File: config.mk
export PLATFORM = sky130hd
export DESIGN_NAME = dtoe_elastic_reg
export DESIGN_NICKNAME = d
export VERILOG_FILES = /design/src/rtl/dtoe_elastic_reg.sv
export SDC_FILE = /design/constraint.sdc
export NUM_CORES = 1
export LEC_CHECK = 0
export ABC_AREA = 1
export CAP_MARGIN = 30
export CORE_MARGIN = 10
export CORE_UTILIZATION = 45
export DETAILED_ROUTE_END_ITERATION = 8
export MAX_ROUTING_LAYER = met4
export PLACE_DENSITY = 0.73
export SLEW_MARGIN = 20
export SYNTH_ARGS = -nofsm -noshare
export SYNTH_HDL_FRONTEND = slang
export SYNTH_SLANG_ARGS = --single-unit
File: constraint.sdc
create_clock -name DTOEER_CLK -period 2.7 [get_ports DTOEER_CLK]
set_input_delay 0.81 -clock DTOEER_CLK [delete_from_list [all_inputs] [get_ports DTOEER_CLK]]
set_output_delay 0.81 -clock DTOEER_CLK [all_outputs]
set_load 0.005 [all_outputs]
File: src/rtl/dtoe_elastic_reg.sv
// Decode-to-execute pipeline register: valid/ready handshake with a 2-entry skid buffer.
// Latency 1 cycle D->E. Registered ReadyD drops only when both entries are full.
module dtoe_elastic_reg #(
  parameter int WIDTH  = 32,
  parameter int RA_W   = 5,
  parameter int CTRL_W = 8,
  parameter int CNT_W  = 16
) (
  input  logic              DTOEER_CLK,
  input  logic              DTOEER_RST,
  input  logic              DTOEER_CLR,
  input  logic              DTOEER_ValidD,
  output logic              DTOEER_ReadyD,
  input  logic [WIDTH-1:0]  DTOEER_RD1D,
  input  logic [WIDTH-1:0]  DTOEER_RD2D,
  input  logic [RA_W-1:0]   DTOEER_RsD,
  input  logic [RA_W-1:0]   DTOEER_RtD,
  input  logic [RA_W-1:0]   DTOEER_RdD,
  input  logic [WIDTH-1:0]  DTOEER_SignImmD,
  input  logic [CTRL_W-1:0] DTOEER_CtrlD,
  output logic              DTOEER_ValidE,
  input  logic              DTOEER_ReadyE,
  output logic [WIDTH-1:0]  DTOEER_RD1E,
  output logic [WIDTH-1:0]  DTOEER_RD2E,
  output logic [RA_W-1:0]   DTOEER_RsE,
  output logic [RA_W-1:0]   DTOEER_RtE,
  output logic [RA_W-1:0]   DTOEER_RdE,
  output logic [WIDTH-1:0]  DTOEER_SignImmE,
  output logic [CTRL_W-1:0] DTOEER_CtrlE,
  output logic [CNT_W-1:0]  DTOEER_BubbleCnt
);

  typedef struct packed {
    logic [WIDTH-1:0]  rd1;
    logic [WIDTH-1:0]  rd2;
    logic [WIDTH-1:0]  imm;
    logic [RA_W-1:0]   rs;
    logic [RA_W-1:0]   rt;
    logic [RA_W-1:0]   rd;
    logic [CTRL_W-1:0] ctrl;
  } entry_t;

  localparam logic [1:0] S_EMPTY = 2'd0;
  localparam logic [1:0] S_ONE   = 2'd1;
  localparam logic [1:0] S_TWO   = 2'd2;

  logic [1:0]       state_q, state_d;
  entry_t           head_q, head_d;
  entry_t           skid_q, skid_d;
  logic             ready_q, ready_d;
  logic [CNT_W-1:0] cnt_q, cnt_d;
  entry_t           d_ent;
  logic             accept, issue;

  assign d_ent = '{rd1: DTOEER_RD1D, rd2: DTOEER_RD2D, imm: DTOEER_SignImmD,
                   rs: DTOEER_RsD, rt: DTOEER_RtD, rd: DTOEER_RdD, ctrl: DTOEER_CtrlD};

  assign accept = DTOEER_ValidD & ready_q;
  assign issue  = (state_q != S_EMPTY) & DTOEER_ReadyE;

  always_comb begin
    state_d = state_q;
    head_d  = head_q;
    skid_d  = skid_q;
    if (DTOEER_CLR) begin
      state_d = S_EMPTY;
      head_d  = '0;
      skid_d  = '0;
    end else begin
      case (state_q)
        S_EMPTY: begin
          if (accept) begin
            state_d = S_ONE;
            head_d  = d_ent;
          end
        end
        S_ONE: begin
          if (accept && issue) begin
            head_d = d_ent;
          end else if (issue) begin
            // Clearing the head on drain keeps the E side a NOP bubble.
            state_d = S_EMPTY;
            head_d  = '0;
          end else if (accept) begin
            state_d = S_TWO;
            skid_d  = d_ent;
          end
        end
        S_TWO: begin
          if (issue) begin
            state_d = S_ONE;
            head_d  = skid_q;
            skid_d  = '0;
          end
        end
        default: begin
          state_d = S_EMPTY;
          head_d  = '0;
          skid_d  = '0;
        end
      endcase
    end
    ready_d = (state_d != S_TWO);
  end

  always_comb begin
    cnt_d = cnt_q;
    if (DTOEER_ReadyE && (state_q == S_EMPTY) && (cnt_q != {CNT_W{1'b1}})) begin
      cnt_d = cnt_q + 1'b1;
    end
  end

  always_ff @(posedge DTOEER_CLK) begin
    if (DTOEER_RST) begin
      state_q <= S_EMPTY;
      head_q  <= '0;
      skid_q  <= '0;
      ready_q <= 1'b1;
      cnt_q   <= '0;
    end else begin
      state_q <= state_d;
      head_q  <= head_d;
      skid_q  <= skid_d;
      ready_q <= ready_d;
      cnt_q   <= cnt_d;
    end
  end

  assign DTOEER_ReadyD    = ready_q;
  assign DTOEER_ValidE    = (state_q != S_EMPTY);
  assign DTOEER_RD1E      = head_q.rd1;
  assign DTOEER_RD2E      = head_q.rd2;
  assign DTOEER_RsE       = head_q.rs;
  assign DTOEER_RtE       = head_q.rt;
  assign DTOEER_RdE       = head_q.rd;
  assign DTOEER_SignImmE  = head_q.imm;
  assign DTOEER_CtrlE     = head_q.ctrl;
  assign DTOEER_BubbleCnt = cnt_q;

endmodule

Word level (Yosys, flattened, before mapping)
Cells that the tools add are included.
Widths: inputs -> output; s select.
Storage, ports and cells
  bits in registers: 257
  output and inout bits: 137
  word-level logic and storage cells: 54
Cells by class
  add/sub/neg operators: 1
  equality and inequality tests: 10
  mux-type cells: 15
  bitwise operators: 3
  reductions and logical operators: 8
Operators by type and width (number)
  $mux 119: 6
  $pmux 119 s3: 2
  $add 16x1->16 const B: 1
  $ne 16x16->1 const B: 1
  $mux 2: 6
  $ne 2x2->1 const B: 6
  $pmux 2 s3: 1
  $reduce_and 5->1: 1
  $logic_and 1x1->1: 3
  $ne 3x3->1 const B: 1
  $reduce_and 3->1: 1
  $and 1x1->1: 2
  $eq 2x1->1 const B: 1
  $eq 2x2->1 const B: 1
  $logic_not 2->1: 1
  $reduce_bool 2->1: 1
  $reduce_or 2->1: 1
  $not 1->1: 1

Longest topological paths before layout
  depth in word-level cells: 7
  mapped depth: 10
  mapped depth without buffers: 9

Least setup slack after synthesis
OpenSTA, ideal clock, no wires.
  path type: input port to flip-flop
  from: input DTOEER_ValidD
  to: register head_q, in the netlist DTOEER_CtrlE[0]
  arrival time: 1742 ps
  required time: 2568 ps
  path slack: 826 ps
  stages on the path: 8
  cells stage by stage: nand2_1 > inv_1 > nand2_1 > buf_2 > clkbuf_1 > nor3_1 > o21ai_0 > a21oi_1
On the way
  word-level cells in the longest chain between the ends: 4
  elaborated cells on any way between the ends: 7
RTL lines
  from (decl): RTL line 12  | input logic DTOEER_ValidD,
  $and 1x1->1 (*): RTL line 58  | assign accept = DTOEER_ValidD & ready_q;
  $logic_and 1x1->1: RTL line 78  | if (accept && issue) begin
  $ne 3x3->1 (no source line) or $mux 119 (tied branches)
  $reduce_and 3->1 (no source line) or $pmux 119 s3 (tied branches)
  to (signal assigned): RTL line 116  | head_q <= '0;
  to (signal assigned): RTL line 122  | head_q <= head_d;
  to (decl): RTL line 48  | entry_t head_q, head_d;
Mark *: on every way between the ends. The rest lies on a longest branch, timed or not.
A chain may end at the register's enable or synchronous reset.

Worst setup path in the final report
  from: register state_q[1]
  to: output DTOEER_ValidE
On the way
  word-level cells in the longest chain between the ends: 1
RTL lines
  from (decl): RTL line 47  | logic [1:0] state_q, state_d;
  from (signal assigned): RTL line 121  | state_q <= state_d;
  $reduce_bool 2->1: RTL line 130  | assign DTOEER_ValidE = (state_q != S_EMPTY);
  to (decl): RTL line 21  | output logic DTOEER_ValidE,
No other way between the ends.

==> impl_metrics.yaml <==
final_layout:
  regArea_um2: 5146
  fillCellCount: 2286
  multi_input_area_um2: 5482
  drive_above_1_share_pct: 5.434
  syn2layout_area_growth_pct: 33.04
  final_nets: 2019
pwr:
  pwr-share-clk_pct: 43.4
  peakVddDrop_mv: 0.4479
  swShare_pct: 25.14
  p_per_area_nw_per_um2: 579.8
  p_seq_share_pct: 44.4
  leakagePower_nw: 5.863
  cellInternalPower_mw: 6.648
  pwr-share-comb_pct: 12.2
  p_switching_mw: 2.233
critical_path:
  cp-endpoint: "DTOEER_ValidE"
  critPathKind: "reg2out"
  start_kind: "flip-flop"
  crit_fanout: 7
  r2r_setup_slack_ps: 670
  r2r-end: "DTOEER_RD1E[12]$_SDFFE_PP0P_"
  crit_arrival_ps: 1720
  r2r-start: "state_q[1]$_SDFF_PP0_"
  worstPathRequired_ps: 1890
  end_kind: "primary output"
  startpoint: "state_q[1]$_SDFF_PP0_"
  r2r_cells: 8
global_routing:
  grt_max_degree: 89
  antenna_found_initial: 6
  gr-total-overflow: 0
  track_usage_pct: 22.73
  grt_pass1_vias: 11310
  grt_pass1_wl_um: 61080
cts:
  cts_setup_buffers: 0
  cts_inserted_buffers: 28
  cts_resized: 1
  numClockSinks: 257
  insertion_delay_ps: 540
  cts_tree: "yes"
  clkTransAtPathRegs_ps: 60
  htreeDepth: 1
  holdBufCountCts: 0
  cts_buffer_depth: 3
  cts-root-buf: "clkbuf_16"
route:
  via_count: 11950
  antenna_left: 0
  drtIter0Drc: 1014
  drt-pass1-iter-count: 5
  vias_per_cell: 5.311
  wire_per_inst_um: 16.79
  drt_wl_total_um: 37770
  drc_errors: 0
sta:
  fmax_mhz: 395.1
  maxSlewViolCount: 0
  post-route-period-util_pct: 93.74
  fin_setup_tns_ps: 0
  maxSlewHeadroom_pct: 46.33
  worst_pin_slew_ps: 805.1
  clock_skew_ps: 8.468
  finalHoldViolCount: 0
  rsz0062_at_grt: "false"
  fin_crit_ps: 2531
  hold_slack_ps: 463.6
  setup_viol: 0
synthesis:
  ys_warn_count: 0
  synth_edf_count: 0
  ys_types: 23
  yosysTopAreaCell: "dfxtp_1"
  async_flop_share_pct: 0
  synthTopCellsByCount: "nand2_1 (537), dfxtp_1 (257), a21oi_1 (252)"
  syn_area_per_cell_um2: 6.765
  yosysTopAreaCellShare_pct: 44.69
  yosys-top-cells-area: "dfxtp_1 (45%), nand2_1 (18%), a21oi_1 (11%), o21ai_0 (6.4%), nand3_1 (5.0%)"
  syn-instance-count: 1702
  synth_seq_cells: 257
  syn_area_um2: 11510
  ys.flop_type: "dfxtp_1"
  synth_fp_nets: 1827
  synth_most_common_cell: "nand2_1"
  seq_area_frac_synth_pct: 44.69
floorplanning:
  rows: 58
  initial_utilization_pct: 45.72
  ioPinCount: 261
  die_y_um: 180.0
  die_area_um2: 32380
  core_area_um2: 25180
  die_w_um: 180.0
status:
  outcome: "complete, no violations"
place:
  globalplace.congestion: 0.8352
  port_buffers: 260
  dp.final_hpwl_um: 24180
flow_run:
  cap_violations: 0
min_path:
  hold_class: "reg2reg"
-- through the flow --
step | instance area [µm²] | power [mW] | worst slack, ps | utilization [%] | cells
finish | 15320 | 8.881 | 169.1 | 60.83 | 2250
global route | 15320 | 9.210 | 95.69 | 60.83 | 2250
CTS | 15300 | 8.945 | 127.5 | 60.77 | 2244
detailed placement | 14380 | 5.106 | 151.8 | 57.10 | 2194
global placement | 14380 | 5.095 | 182.8 | 57.10 | 2194
floorplan | 11510 | 4.557 | 826.2 | - | 1702
-- final cells by class --
cell class / count / area share (%)
Antenna cell: 6 / 0.09802
Clock buffer: 37 / 5.261
Clock inverter: 13 / 0.7678
Inverter: 73 / 1.846
Multi-Input combinational cell: 1237 / 35.79
Sequential cell: 257 / 33.60
Tap cell: 330 / 2.696
Timing Repair Buffer: 297 / 19.95
-- per-layer routing --
| layer | track usage [%] | up-vias | wire length (µm) |
|---|---|---|---|
| li1 | - | 5934 | - |
| met1 | 28.42 | 5546 | 16340 |
| met2 | 36.15 | 409 | 17720 |
| met3 | 5.341 | 60 | 2869 |
| met4 | 6.054 | 0 | 836 |
| met5 | - | - | 0 |
-- logic make-up (layout without fill, tap and decap cells) --
logic type / Yosys count / in the layout / share of synthesized area, %
simple gates: 823 / 823 / 28.93
flops: 257 / 257 / 44.69
xor+xnor: 7 / 7 / 0.5325
other cells: 0 / 6 / 0
compound gates: 406 / 406 / 17.71
buf+inv: 208 / 420 / 8.031
fa+ha+maj: 1 / 1 / 0.1087
-- power groups by stage --
stage / logic (mW) / clock network [mW] / registers (mW)
2_1_floorplan: 0.536 / 0 / 4.02
3_3_place_gp: 1.07 / 0 / 4.02
3_5_place_dp: 1.08 / 0 / 4.03
4_1_cts: 1.09 / 3.91 / 3.94
5_1_grt: 1.19 / 4.07 / 3.95
6_report: 1.08 / 3.85 / 3.94
-- layout by cell type, fill, tap and decap left out, drive strengths merged, types with 13 or more instances in the layout --
cell | Yosys | layout
clkdlybuf4s50 | 0 | 260
nor2 | 116 | 116
dfxtp | 257 | 257
nand2 | 538 | 538
nor3 | 47 | 47
nand3 | 116 | 116
inv | 73 | 70
clkinv | 0 | 13
o21ai | 154 | 154
clkbuf | 50 | 37
buf | 85 | 37
a21oi | 252 | 252
-- worst min-delay path by stage --
stage                                           start                           to  cells past startpoint
after global routing      DTOEER_RD2E[5]$_SDFFE_PP0P_  DTOEER_RD2E[5]$_SDFFE_PP0P_                      2
after detailed placement      skid_q[29]$_SDFFE_PP0P_      skid_q[29]$_SDFFE_PP0P_                      2
after global placement    DTOEER_RD1E[8]$_SDFFE_PP0P_  DTOEER_RD1E[8]$_SDFFE_PP0P_                      2
after floorplan              skid_q[113]$_SDFFE_PP0P_     skid_q[113]$_SDFFE_PP0P_                      2
final                         skid_q[41]$_SDFFE_PP0P_      skid_q[41]$_SDFFE_PP0P_                      2
after CTS                     skid_q[29]$_SDFFE_PP0P_      skid_q[29]$_SDFFE_PP0P_                      2
-- critical path, stage by stage (launching register included) --
cell             delay, ps
dfxtp_1                410
inv_2                  110
nand2_2                 80
clkdlybuf4s50_1        590
-- registers in the layout, indices dropped and copies added, names as in the netlist, 5 cells and up --
register          flops
DTOEER_BubbleCnt     16
DTOEER_CtrlE          8
DTOEER_RD1E          32
DTOEER_RD2E          32
DTOEER_RdE            5
DTOEER_RsE            5
DTOEER_RtE            5
DTOEER_SignImmE      32
skid_q              119
No activity file was read; power rests on OpenSTA's default activity.
